[src/rtl/program_loader_pkg.sv]
// Shared types and widths for the byte-stream program loader.
package program_loader_pkg;

  localparam int unsigned ByteWidth  = 8;
  localparam int unsigned AddrWidth  = 8;
  localparam int unsigned DataWidth  = 16;
  localparam int unsigned CountWidth = 9;

  localparam logic [DataWidth-1:0] HaltWordDefault = 16'hF800;

  typedef enum logic [2:0] {
    StIdle,
    StGetHi,
    StGetLo,
    StWrite,
    StFinish
  } state_e;

endpackage

[src/rtl/program_loader_if.sv]
// Byte-stream input and instruction-memory write port of the program loader.
interface program_loader_if;
  import program_loader_pkg::*;

  logic                  start;
  logic                  byte_valid;
  logic [ByteWidth-1:0]  byte_data;
  logic                  byte_ready;
  logic                  mem_we;
  logic [AddrWidth-1:0]  mem_addr;
  logic [DataWidth-1:0]  mem_wdata;
  logic                  cpu_hold;
  logic                  done;
  logic [CountWidth-1:0] word_count;
  logic                  truncated;
  logic                  timeout_err;

  modport master (
    output start, byte_valid, byte_data,
    input  byte_ready, mem_we, mem_addr, mem_wdata, cpu_hold, done,
    input  word_count, truncated, timeout_err
  );

  modport slave (
    input  start, byte_valid, byte_data,
    output byte_ready, mem_we, mem_addr, mem_wdata, cpu_hold, done,
    output word_count, truncated, timeout_err
  );

endinterface

[src/rtl/loader_gap_timer.sv]
// Counts idle cycles between the two bytes of a word; flags expiry on the
// GAP_TIMEOUT-th consecutive idle cycle.
module loader_gap_timer #(
  parameter int unsigned GAP_TIMEOUT = 16
) (
  input  logic clk,
  input  logic rst_n,
  input  logic clear,
  input  logic tick,
  output logic expired
);

  logic [15:0] r_cnt;

  assign expired = tick && (r_cnt == 16'(GAP_TIMEOUT - 1));

  always_ff @(posedge clk or negedge rst_n) begin
    if (!rst_n) begin
      r_cnt <= '0;
    end else if (clear) begin
      r_cnt <= '0;
    end else if (tick && !expired) begin
      r_cnt <= r_cnt + 16'd1;
    end
  end

endmodule

[src/rtl/program_loader.sv]
// Assembles high/low byte pairs into 16-bit instruction words and writes them to
// consecutive memory addresses until HALT_WORD, address 0xFF, or a byte-gap timeout.
module program_loader
  import program_loader_pkg::*;
#(
  parameter logic [DataWidth-1:0] HALT_WORD   = HaltWordDefault,
  parameter int unsigned          GAP_TIMEOUT = 16
) (
  input  logic             clk,
  input  logic             rst_n,
  program_loader_if.slave  bus
);

  state_e                r_state;
  logic [AddrWidth-1:0]  r_ptr;
  logic [ByteWidth-1:0]  r_hi;
  logic [AddrWidth-1:0]  r_mem_addr;
  logic [DataWidth-1:0]  r_mem_wdata;
  logic [CountWidth-1:0] r_word_count;
  logic                  r_truncated;
  logic                  r_timeout_err;

  logic w_ready;
  logic w_accept;
  logic w_gap_clear;
  logic w_gap_tick;
  logic w_gap_expired;

  assign w_ready     = (r_state == StGetHi) || (r_state == StGetLo);
  assign w_accept    = bus.byte_valid && w_ready;
  assign w_gap_clear = (r_state == StGetHi) && w_accept;
  assign w_gap_tick  = (r_state == StGetLo) && !w_accept;

  loader_gap_timer #(
    .GAP_TIMEOUT (GAP_TIMEOUT)
  ) u_gap_timer (
    .clk     (clk),
    .rst_n   (rst_n),
    .clear   (w_gap_clear),
    .tick    (w_gap_tick),
    .expired (w_gap_expired)
  );

  // mem_addr/mem_wdata are captured on low-byte accept so they stay stable
  // outside WRITE even while the pointer moves.
  always_ff @(posedge clk or negedge rst_n) begin
    if (!rst_n) begin
      r_state       <= StIdle;
      r_ptr         <= '0;
      r_hi          <= '0;
      r_mem_addr    <= '0;
      r_mem_wdata   <= '0;
      r_word_count  <= '0;
      r_truncated   <= 1'b0;
      r_timeout_err <= 1'b0;
    end else begin
      unique case (r_state)
        StIdle: begin
          if (bus.start) begin
            r_ptr         <= '0;
            r_word_count  <= '0;
            r_truncated   <= 1'b0;
            r_timeout_err <= 1'b0;
            r_state       <= StGetHi;
          end
        end
        StGetHi: begin
          if (w_accept) begin
            r_hi    <= bus.byte_data;
            r_state <= StGetLo;
          end
        end
        StGetLo: begin
          if (w_accept) begin
            r_mem_addr  <= r_ptr;
            r_mem_wdata <= {r_hi, bus.byte_data};
            r_state     <= StWrite;
          end else if (w_gap_expired) begin
            r_timeout_err <= 1'b1;
            r_state       <= StIdle;
          end
        end
        StWrite: begin
          r_word_count <= r_word_count + 9'd1;
          if (r_mem_wdata == HALT_WORD) begin
            r_state <= StFinish;
          end else if (r_ptr == '1) begin
            r_truncated <= 1'b1;
            r_state     <= StFinish;
          end else begin
            r_ptr   <= r_ptr + 8'd1;
            r_state <= StGetHi;
          end
        end
        StFinish: r_state <= StIdle;
        default:  r_state <= StIdle;
      endcase
    end
  end

  assign bus.byte_ready  = w_ready;
  assign bus.mem_we      = (r_state == StWrite);
  assign bus.mem_addr    = r_mem_addr;
  assign bus.mem_wdata   = r_mem_wdata;
  assign bus.cpu_hold    = (r_state != StIdle);
  assign bus.done        = (r_state == StFinish);
  assign bus.word_count  = r_word_count;
  assign bus.truncated   = r_truncated;
  assign bus.timeout_err = r_timeout_err;

endmodule

[src/flat_wrapper.sv]
// flat-port wrapper written by rule: the top's interface ports become plain ports
module program_loader_flat import program_loader_pkg::*;
#(
  parameter logic [DataWidth-1:0] HALT_WORD   = HaltWordDefault,
  parameter int unsigned          GAP_TIMEOUT = 16
)
  (clk, rst_n, bus_start, bus_byte_valid, bus_byte_data, bus_byte_ready, bus_mem_we, bus_mem_addr, bus_mem_wdata, bus_cpu_hold, bus_done, bus_word_count, bus_truncated, bus_timeout_err);
  program_loader_if bus_i ();
  input  logic clk;
  input  logic rst_n;
  input wire logic [$bits(bus_i.start)-1:0] bus_start;
  input wire logic [$bits(bus_i.byte_valid)-1:0] bus_byte_valid;
  input wire logic [$bits(bus_i.byte_data)-1:0] bus_byte_data;
  output wire logic [$bits(bus_i.byte_ready)-1:0] bus_byte_ready;
  output wire logic [$bits(bus_i.mem_we)-1:0] bus_mem_we;
  output wire logic [$bits(bus_i.mem_addr)-1:0] bus_mem_addr;
  output wire logic [$bits(bus_i.mem_wdata)-1:0] bus_mem_wdata;
  output wire logic [$bits(bus_i.cpu_hold)-1:0] bus_cpu_hold;
  output wire logic [$bits(bus_i.done)-1:0] bus_done;
  output wire logic [$bits(bus_i.word_count)-1:0] bus_word_count;
  output wire logic [$bits(bus_i.truncated)-1:0] bus_truncated;
  output wire logic [$bits(bus_i.timeout_err)-1:0] bus_timeout_err;
  assign bus_i.start = bus_start;
  assign bus_i.byte_valid = bus_byte_valid;
  assign bus_i.byte_data = bus_byte_data;
  assign bus_byte_ready = bus_i.byte_ready;
  assign bus_mem_we = bus_i.mem_we;
  assign bus_mem_addr = bus_i.mem_addr;
  assign bus_mem_wdata = bus_i.mem_wdata;
  assign bus_cpu_hold = bus_i.cpu_hold;
  assign bus_done = bus_i.done;
  assign bus_word_count = bus_i.word_count;
  assign bus_truncated = bus_i.truncated;
  assign bus_timeout_err = bus_i.timeout_err;
  program_loader #(.HALT_WORD(HALT_WORD), .GAP_TIMEOUT(GAP_TIMEOUT)) u_core (.clk(clk), .rst_n(rst_n), .bus(bus_i));
endmodule
[config.mk]
export PLATFORM = sky130hd
export DESIGN_NAME = program_loader_flat
export DESIGN_NICKNAME = d
export VERILOG_FILES = /design/src/rtl/program_loader_pkg.sv /design/src/rtl/program_loader_if.sv /design/src/rtl/loader_gap_timer.sv /design/src/rtl/program_loader.sv /design/src/flat_wrapper.sv
export SDC_FILE = /design/constraint.sdc
export NUM_CORES = 1
export LEC_CHECK = 0
export ABC_CLOCK_PERIOD_IN_PS = 5800
export BUFFER_PORTS_ARGS = -buffer_cell sky130_fd_sc_hd__buf_2
export CORE_MARGIN = 5
export CORE_UTILIZATION = 40
export CTS_CLUSTER_SIZE = 8
export DETAILED_ROUTE_END_ITERATION = 10
export HOLD_SLACK_MARGIN = 0.08
export SYNTH_ARGS = -nofsm -noshare
export SYNTH_HDL_FRONTEND = slang
export SYNTH_HIERARCHICAL = 1
export SYNTH_SLANG_ARGS = --single-unit
[constraint.sdc]
create_clock -name clk -period 5.8 [get_ports clk]
set_input_delay 0 -clock clk [delete_from_list [all_inputs] [get_ports clk]]
set_output_delay 0 -clock clk [all_outputs]
set_load 0.005 [all_outputs]
# Yosys cells after proc, flatten, opt, wreduce, memory -nomap -nowiden
# Index checks and enable logic that the tools add are counted.
# Widths: inputs -> output; s select.
word_totals:
  ff_bits: 70
  latch_bits: 0
  ramBits: 0
  romBits: 0
  input_bits: 12
  elab_cells: 69
  n_memories: 0
classes:
  add_sub_neg: 3
  n_mul: 0
  n_div: 0
  n_lt_le_gt_ge: 0
  eq_ne: 15
  shift: 0
  mux: 22
  bitwise: 0
  reduce_logical: 20
ops:
  columns: ["cell", "count"]
  rows:
  - ["$mux 16", 2]
  - ["$mux 8", 3]
  - ["$mux 3", 6]
  - ["$pmux 9 s2", 1]
  - ["$add 16x1->16 const B", 1]
  - ["$eq 16x16->1 const B", 1]
  - ["$eq 16x4->1 const B", 1]
  - ["$pmux 8 s2", 1]
  - ["$pmux 3 s4", 1]
  - ["$reduce_and 4->1", 3]
  - ["$ne 2x2->1 const B", 5]
  - ["$add 9x1->9 const B", 1]
  - ["$mux 9", 1]
  - ["$add 8x1->8 const B", 1]
  - ["$eq 8x8->1 const B", 1]
  - ["$eq 3x2->1 const B", 2]
  - ["$reduce_and 2->1", 3]
  - ["$reduce_bool 2->1", 3]
  - ["$logic_and 1x1->1", 5]
  - ["$mux 1", 5]
  - ["$ne 2x1->1 const B", 2]
  - ["$pmux 1 s2", 2]
  - ["$eq 3x1->1 const B", 1]
  - ["$eq 3x3->1 const B", 1]
  - ["6 further kinds", 7]

# Logic depth before layout (Yosys ltp)
# Gate-level depths: netlist (run 1).
depth:
  ltp_word: 10
  mapped_depth: 9

# Modules after synthesis
# Netlist (run 1), hierarchy kept.
modules_own_cells:
  columns: ["mod", "n_inst", "cells_per_inst", "area_per_inst_um2"]
  rows:
  - ["program_loader", 1, 201, 2418.6]
  - ["loader_gap_timer", 1, 87, 858.3]

# Least setup slack after synthesis (run 1)
# OpenSTA, ideal clock, no wires.
synth_path:
  path_type: "register to register"
  startpoint: "reg u_core.r_state[1]"
  endpoint: "reg u_core.r_state[1]"
  setup_ns: 0.123
  arrival_time_ns: 2.102
  required_ns: 5.677
  path_slack_ns: 3.576
  path_stages_with_launch: 10
  path_buffers: 1
  path_cell_list: "dfrtp_1 buf_2 nand2b_1 nor3_1 nand4_1 nor4_1 nor2b_1 nor2_1 a21oi_1 nor2_1"
synth_between:
  elab_chain_cells: 8
  elab_cells_between_ends: 15
  classes_between: "eq/ne: 6; mux: 2; reduce/logical: 7"
synth_rtl:
  columns: ["element", "line", "text"]
  rows:
  - ["start, declared", "program_loader.sv:14", "state_e r_state;"]
  - ["start signal, assigned", "program_loader.sv:48", "r_state <= StIdle;"]
  - ["start signal, assigned", "program_loader.sv:64", "r_state <= StGetHi;"]
  - ["start signal, assigned", "program_loader.sv:70", "r_state <= StGetLo;"]
  - ["$eq 3x1->1 or $eq 3x2->1 (tied branches)", "program_loader.sv:29, program_loader.sv:32", null]
  - ["$logic_or 1x1->1", "program_loader.sv:29", "assign w_ready = (r_state == StGetHi) || (r_state == StGetLo);"]
  - ["$logic_and 1x1->1", "program_loader.sv:30", "assign w_accept = bus.byte_valid && w_ready;"]
  - ["$logic_not 1->1", "program_loader.sv:32", "assign w_gap_tick = (r_state == StGetLo) && !w_accept;"]
  - ["$logic_and 1x1->1 *", "program_loader.sv:32", null]
  - ["net u_core.w_gap_tick", "program_loader.sv:26", "logic w_gap_tick;"]
  - ["$logic_and 1x1->1 *", "loader_gap_timer.sv:15", "assign expired = tick && (r_cnt == 16'(GAP_TIMEOUT - 1));"]
  - ["net u_core.w_gap_expired", "program_loader.sv:27", "logic w_gap_expired;"]
  - ["$ne 3x2->1 (no source line) *", null, null]
  - ["$reduce_and 3->1 (no source line) *", null, null]
# Mark *: on every way through the listed nets, which the timed path passes. The rest lies on a longest branch.
# A chain may end at the register's enable or synchronous reset.

# Final worst setup path (run 1)
# Ends and elaborated chain as after synthesis.

==> results of run 1 <==
-- cell usage after synthesis (7+ instances only) --
| cell | number |
|---|---|
| nand3_1 | 13 |
| mux2i_1 | 10 |
| o21ai_0 | 7 |
| mux2_2 | 8 |
| nor3_1 | 7 |
| a21oi_1 | 12 |
| mux2_1 | 24 |
| nor2_1 | 18 |
| dfrtp_1 | 70 |
| buf_2 | 7 |
| nand2_1 | 23 |
| o21ai_1 | 7 |
| nand4_1 | 13 |
-- cell usage in the layout (no fill, tap or decap), types with 4 or more instances in the layout --
cell | netlist | final
o21ai_0 | 7 | 7
o21ai_1 | 7 | 7
nor4_1 | 5 | 5
xor2_1 | 5 | 5
and4_1 | 4 | 4
nand3_1 | 13 | 13
nor2_1 | 18 | 18
mux2i_1 | 10 | 10
xnor2_1 | 4 | 4
nor3_1 | 7 | 7
and3_1 | 6 | 6
a21oi_1 | 12 | 12
mux2_1 | 24 | 24
mux2_2 | 8 | 8
or3_1 | 6 | 6
dlygate4sd3_1 | 0 | 11
nand2_1 | 23 | 23
buf_2 | 7 | 50
clkbuf_8 | 0 | 9
nand4_1 | 13 | 13
bufinv_16 | 0 | 4
dfrtp_1 | 70 | 70
-- state kept, by name, indices dropped and copies added (netlist names) --
| name | cells |
|---|---|
| u_core/bus.mem_wdata | 16 |
| u_core/u_gap_timer/r_cnt | 16 |
| u_core/bus.word_count | 9 |
| u_core/bus.mem_addr | 8 |
| u_core/r_hi | 8 |
| u_core/r_ptr | 8 |
| u_core/r_state | 3 |
| u_core/bus.timeout_err | 1 |
| u_core/bus.truncated | 1 |
-- cell families after synthesis --
kind of cell,after synthesis,share of synthesized area
AND/OR/NAND/NOR,112,0.1936
buffers and inverters,15,0.02443
adder cells (fa/ha/maj),3,0.01146
XOR/XNOR,9,0.02405
AO/OA/AOI/OAI,37,0.07141
multiplexers,42,0.1405
flip-flops,70,0.5346
-- worst max-delay path by stage --
stage	start	endpoint	slack [ns]	cells after the start
6_report	u_core/r_state[1]	u_core/r_state[1]	3.06	8
5_1_grt	u_core/r_state[1]	u_core/r_state[1]	2.82	8
4_1_cts	u_core/r_state[1]	u_core/r_state[1]	3.11	8
3_5_place_dp	u_core/r_state[1]	u_core/r_state[1]	3.13	8
3_3_place_gp	u_core/r_state[1]	u_core/r_state[1]	3.24	8
2_1_floorplan	u_core/r_state[1]	u_core/r_state[1]	3.58	9
-- power by group through the flow --
| stage | Sequential [uW] | Combinational [uW] | Clock [uW] |
|---|---|---|---|
| 2_1_floorplan | 712 | 260 | 0 |
| 3_3_place_gp | 737 | 398 | 0 |
| 3_5_place_dp | 745 | 409 | 0 |
| 4_1_cts | 735 | 415 | 541 |
| 5_1_grt | 758 | 457 | 561 |
| 6_report | 734 | 405 | 524 |
-- stage by stage --
step | hold WS [ns] | instance area [sq um] | util | setup slack (ns) | power, uW
floorplan | -0.2956 | 3277 | - | 3.576 | 972.0
global placement | 0.2304 | 3597 | 0.4445 | 3.238 | 1135
detailed placement | 0.2380 | 3597 | 0.4445 | 3.131 | 1154
CTS | 0.3843 | 3978 | 0.4915 | 3.112 | 1691
global route | 0.4041 | 3978 | 0.4915 | 2.821 | 1776
finish | 0.3840 | 3978 | 0.4915 | 3.056 | 1663
-- layout make-up --
type,instances,area (sq um)
well taps,105,131.4
repair buffers,63,375.4
clock inverters,7,146.4
fillers,760,4115
clock buffers,9,123.9
flip-flops and latches,70,1752
multi-input cells,203,1445
inverters,1,3.754
-- critical path: cells and delay by family (launching register included) --
family             cells  cell delay (ns)
AOI/OAI and AO/OA      1             0.15
DFF                    1             0.62
and+or+nand+nor        7             1.85
-- routing by layer --
metal	wire [microns]	GRT usage
met1	3158	0.1850
met2	3245	0.2513
met3	355	0.04913
met4	94	0.04456
met5	0	0
==> impl_metrics.toml, run 1 <==
[run_status]
status = "finished, final reports clean"

[logic_synthesis]
synth_area_leaders = "dfrtp_1, mux2_1, mux2i_1, mux2_2, nand2_1"
synth_area_per_cell_sq_um = 11.38
synth_edf_count = 0
synth_nets = 303
netlist_instances = 288
async_reset_ff_frac = 1.000
seq_area_frac_synth = 0.5346
synth_top_area_cell = "dfrtp_1"
yosys_register_bits = 70
syn-cell-area_sq_um = 3277
synth.distinct_cells = 46
synth_top_cell_area_share = 0.5346
ys_warn_count = 6
ys.flop_type = "dfrtp_1"

[power]
p_leak_uw = 0.001893
p_clk_frac = 0.315
power_per_cell_area_nw_per_um2 = 418.1
pwr-share-comb = 0.243
p_int_uw = 1153
seqPwrFrac = 0.441
swShare = 0.3068
peakVddDrop_mv = 0.2416
switchingPower_uw = 510.2

[grt]
antenna_found_initial = 0
grt_start_max_net_pins = 71
grt_first_pass_wirelength_microns = 12120
grt_pass1_vias = 2526
grt_overflow = 0
grt_usage = 0.1501

[cts]
clkTransAtPathRegs_ns = 0.08
cts_sinks = 70
cts-root-buf = "clkbuf_8"
h-tree-depth = 3
cts_setup_buffers = 0
cts_max_path_buffers = 2
cts-resized-gates = 0
cts_tree = "done"
hold_buffers = 11
cts_buffers = 9
clock_latency_ns = 0.35

[setup_path]
r2r_slack_ns = 3.06
cp.arrival_ns = 2.97
startpoint_type = "flip-flop"
crit_type = "flip-flop to flip-flop"
crit_path_top_delay_cell = "dfrtp_1"
critPathMaxFanout = 13
r2r_cells = 8
slowest_delay_ns = 0.62
worstPathCellList = "nand2b_1, nor3_1, nand4_1, nor4_1, nor2b_1, nor2_1, a21oi_1, nor2_1"
critPathRequiredTime_ns = 6.02
reg2reg_to = "u_core/r_state[1]"
crit_path_end_kind = "flip-flop"
r2r_start = "u_core/r_state[1]"
cpMostUsedCell = "nor2_1"

[floorplanning]
die_h_microns = 100.5
num_rows = 33
core_sq_um = 8093
initial_core_util = 0.4049
die_area_sq_um = 10100
io_pins = 51
die_w_microns = 100.5

[layout]
area_growth_pct = 21.38
drive_above_1_share = 0.2493
fin_cells = 458
nets = 363
diodes = 0

[flow_run]
drv_cap = 0

[detailed_routing]
drtIter0Drc = 101
wl_per_cell_microns = 14.96
dr_total_vias = 2438
drt-total-wl_microns = 6853
first_pass_iters = 4
antenna_left = 0
drc_errors = 0
routed_via_density = 5.323

[timing]
setup_tns_ns = 0
fmax_mhz = 364.5
slew_viol_final = 0
setup_viol = 0
grt_setup_unrepaired = "no"
slew_headroom = 0.3316
timing.final.crit_share = 0.4730
worst_pin_slew_ns = 0.9994
period_needed_ns = 2.744
hold_viol_final = 0
finClkSkew_ns = 0.006839

[placement]
dp.cells = 431
gp_congestion = 0.7980
io_buffers = 50
hpwl_microns = 4650

[min_path]
hp-class = "input port to asynchronous set/reset pin"
No activity file was read; power rests on OpenSTA's default activity.
==> run 2, diff against run 1 <==
- ABC_CLOCK_PERIOD_IN_PS: 5800 -> 2600
- clock period: 5.8 -> 2.6 ns (I/O delays scaled with it)
==> run 2 against run 1 <==
Sequential power is 120% higher; global-route usage is 0.088 points lower; clock skew is 0.0023 ns higher; via count is 2.5% higher; clock-buffer cell count is 1 higher; first-iteration DRC count is 27% lower.
==> impl_metrics.toml, run 2 (synthesis results as in run 1) <==
[grt]
grt_usage = 0.1492
grt_pass1_vias = 2447
grt_overflow = 0
antenna_found_initial = 0
grt_start_max_net_pins = 37
grt_first_pass_wirelength_microns = 11960

[detailed_routing]
drt-total-wl_microns = 6942
first_pass_iters = 5
wl_per_cell_microns = 14.99
drc_errors = 0
dr_total_vias = 2500
routed_via_density = 5.400
drtIter0Drc = 74
antenna_left = 0

[setup_path]
critPathMaxFanout = 10
cp_num_buf_inv = 1
critPathRequiredTime_ns = 2.86
crit_path_top_delay_cell = "dfrtp_1"
cp.arrival_ns = 2.35
crit_path_end_kind = "flip-flop"
crit_type = "flip-flop to flip-flop"
slowest_delay_ns = 0.50
r2r_cells = 6
worstPathCellList = "nor3_1, buf_4, and4_1, nand4_1, or4_1, a21oi_1"
cp.depth = 6
r2r_slack_ns = 0.51
cp_top_family = "simple AND/OR/NAND/NOR gates"
startpoint_type = "flip-flop"

[cts]
cts_max_path_buffers = 2
cts-root-buf = "clkbuf_8"
clkTransAtPathRegs_ns = 0.08
cts-resized-gates = 0
cts_sinks = 70
clock_latency_ns = 0.35
h-tree-depth = 3
cts_tree = "done"
cts_buffers = 9

[floorplanning]
num_rows = 33
die_area_sq_um = 10100
die_h_microns = 100.5
core_sq_um = 8093
io_pins = 51
initial_core_util = 0.4049
die_w_microns = 100.5

[run_status]
status = "finished, final reports clean"

[timing]
fmax_mhz = 478.6
period_needed_ns = 2.089
timing.final.crit_share = 0.8036
slew_viol_final = 0
hold_viol_final = 0
setup_viol = 0
finClkSkew_ns = 0.009104
setup_tns_ns = 0
slew_headroom = 0.4684
fin_ws_ns = 0.5106
worst_pin_slew_ns = 0.7974
grt_setup_unrepaired = "no"

[power]
power_per_cell_area_nw_per_um2 = 892.6
peakVddDrop_mv = 0.4533
p_leak_uw = 0.001896
power_uw = 3551

[min_path]
hp-class = "input port to asynchronous set/reset pin"

[layout]
layout_commonest_cell = "dfrtp_1"
utilization = 0.4917
nets = 368
fillers = 801
drive_above_1_share = 0.2570
area_growth_pct = 21.42
multi_input_area_sq_um = 1445
fin_area_sq_um = 3979
diodes = 0
final-seq-area_sq_um = 1752
layout_common_cells = "dfrtp_1, buf_2, mux2_1"

[flow_run]
drv_cap = 0

[placement]
pre_cts_ws_ns = 0.5685
hpwl_microns = 4800
io_buffers = 50
place_area_sq_um = 3647
gp_congestion = 0.7947
## run 2: changes by cell type in the layout (fill, tap and decap cells not counted), sizes merged
cell	before	now
buf	52	57
bufinv	4	2
clkbuf	9	10
clkinv	3	1
clkinvlp	0	1
inv	1	3
## run 2: layer usage
| layer | GRT usage | up-vias | routed length, microns |
|---|---|---|---|
| met5 | 0 | - | 0 |
| met1 | 0.1965 | 1246 | 3203 |
| li1 | - | 1186 | - |
| met2 | 0.2370 | 58 | 3286 |
| met4 | 0.06528 | 0 | 123 |
| met3 | 0.03253 | 10 | 329 |
## run 2: final cells by class
type,count,area share
clock inverter,6,0.02358
sequential,70,0.4403
clock buffer,10,0.03208
inverter,1,0.0009434
tap,105,0.03302
timing repair buffer,68,0.1069
multi-input combinational,203,0.3632
## run 2: worst paths after layout
| path | from | endpoint |
|---|---|---|
| setup / recovery | u_core/r_state[2] | u_core/u_gap_timer/r_cnt[15] |
| hold / removal | rst_n | u_core/r_ptr[4] |
| setup reg to reg | u_core/r_state[2] | u_core/u_gap_timer/r_cnt[15] |
| hold reg to reg | u_core/bus.word_count[8] | u_core/bus.word_count[8] |
| max in group asynchronous | rst_n | u_core/u_gap_timer/r_cnt[2] |
| min in group clk | bus_byte_data[2] | u_core/bus.mem_wdata[2] |
## run 2: repair_timing
item | CTS | global route
hold endpoints to repair | 51 | 0
hold buffers | 11 | 0
endpoints found under the setup margin | 0 | 0
buffers inserted | 0 | 0
## run 2: stage by stage
step | hold slack [ns] | cells
detailed placement | 0.1337 | 436
finish | 0.2705 | 463
CTS | 0.3001 | 463
global route | 0.3376 | 463
floorplan | -0.2956 | 288
global placement | 0.1345 | 436
## run 2: worst reg2reg max path, delay by kind of cell, from the launching register on
family,cells,cell delay [ns]
and+or+nand+nor,4,1.16
buffers and inverters,1,0.18
AOI/OAI and AO/OA,1,0.17
DFF,1,0.50
## run 2: where the power goes
group / switching (uW) / internal, uW / leakage, uW
Sequential: 228 / 1380 / 0.000918
Clock: 435 / 549 / 0.000107
Combinational: 482 / 477 / 0.000871
Total: 1140 / 2410 / 0.00190
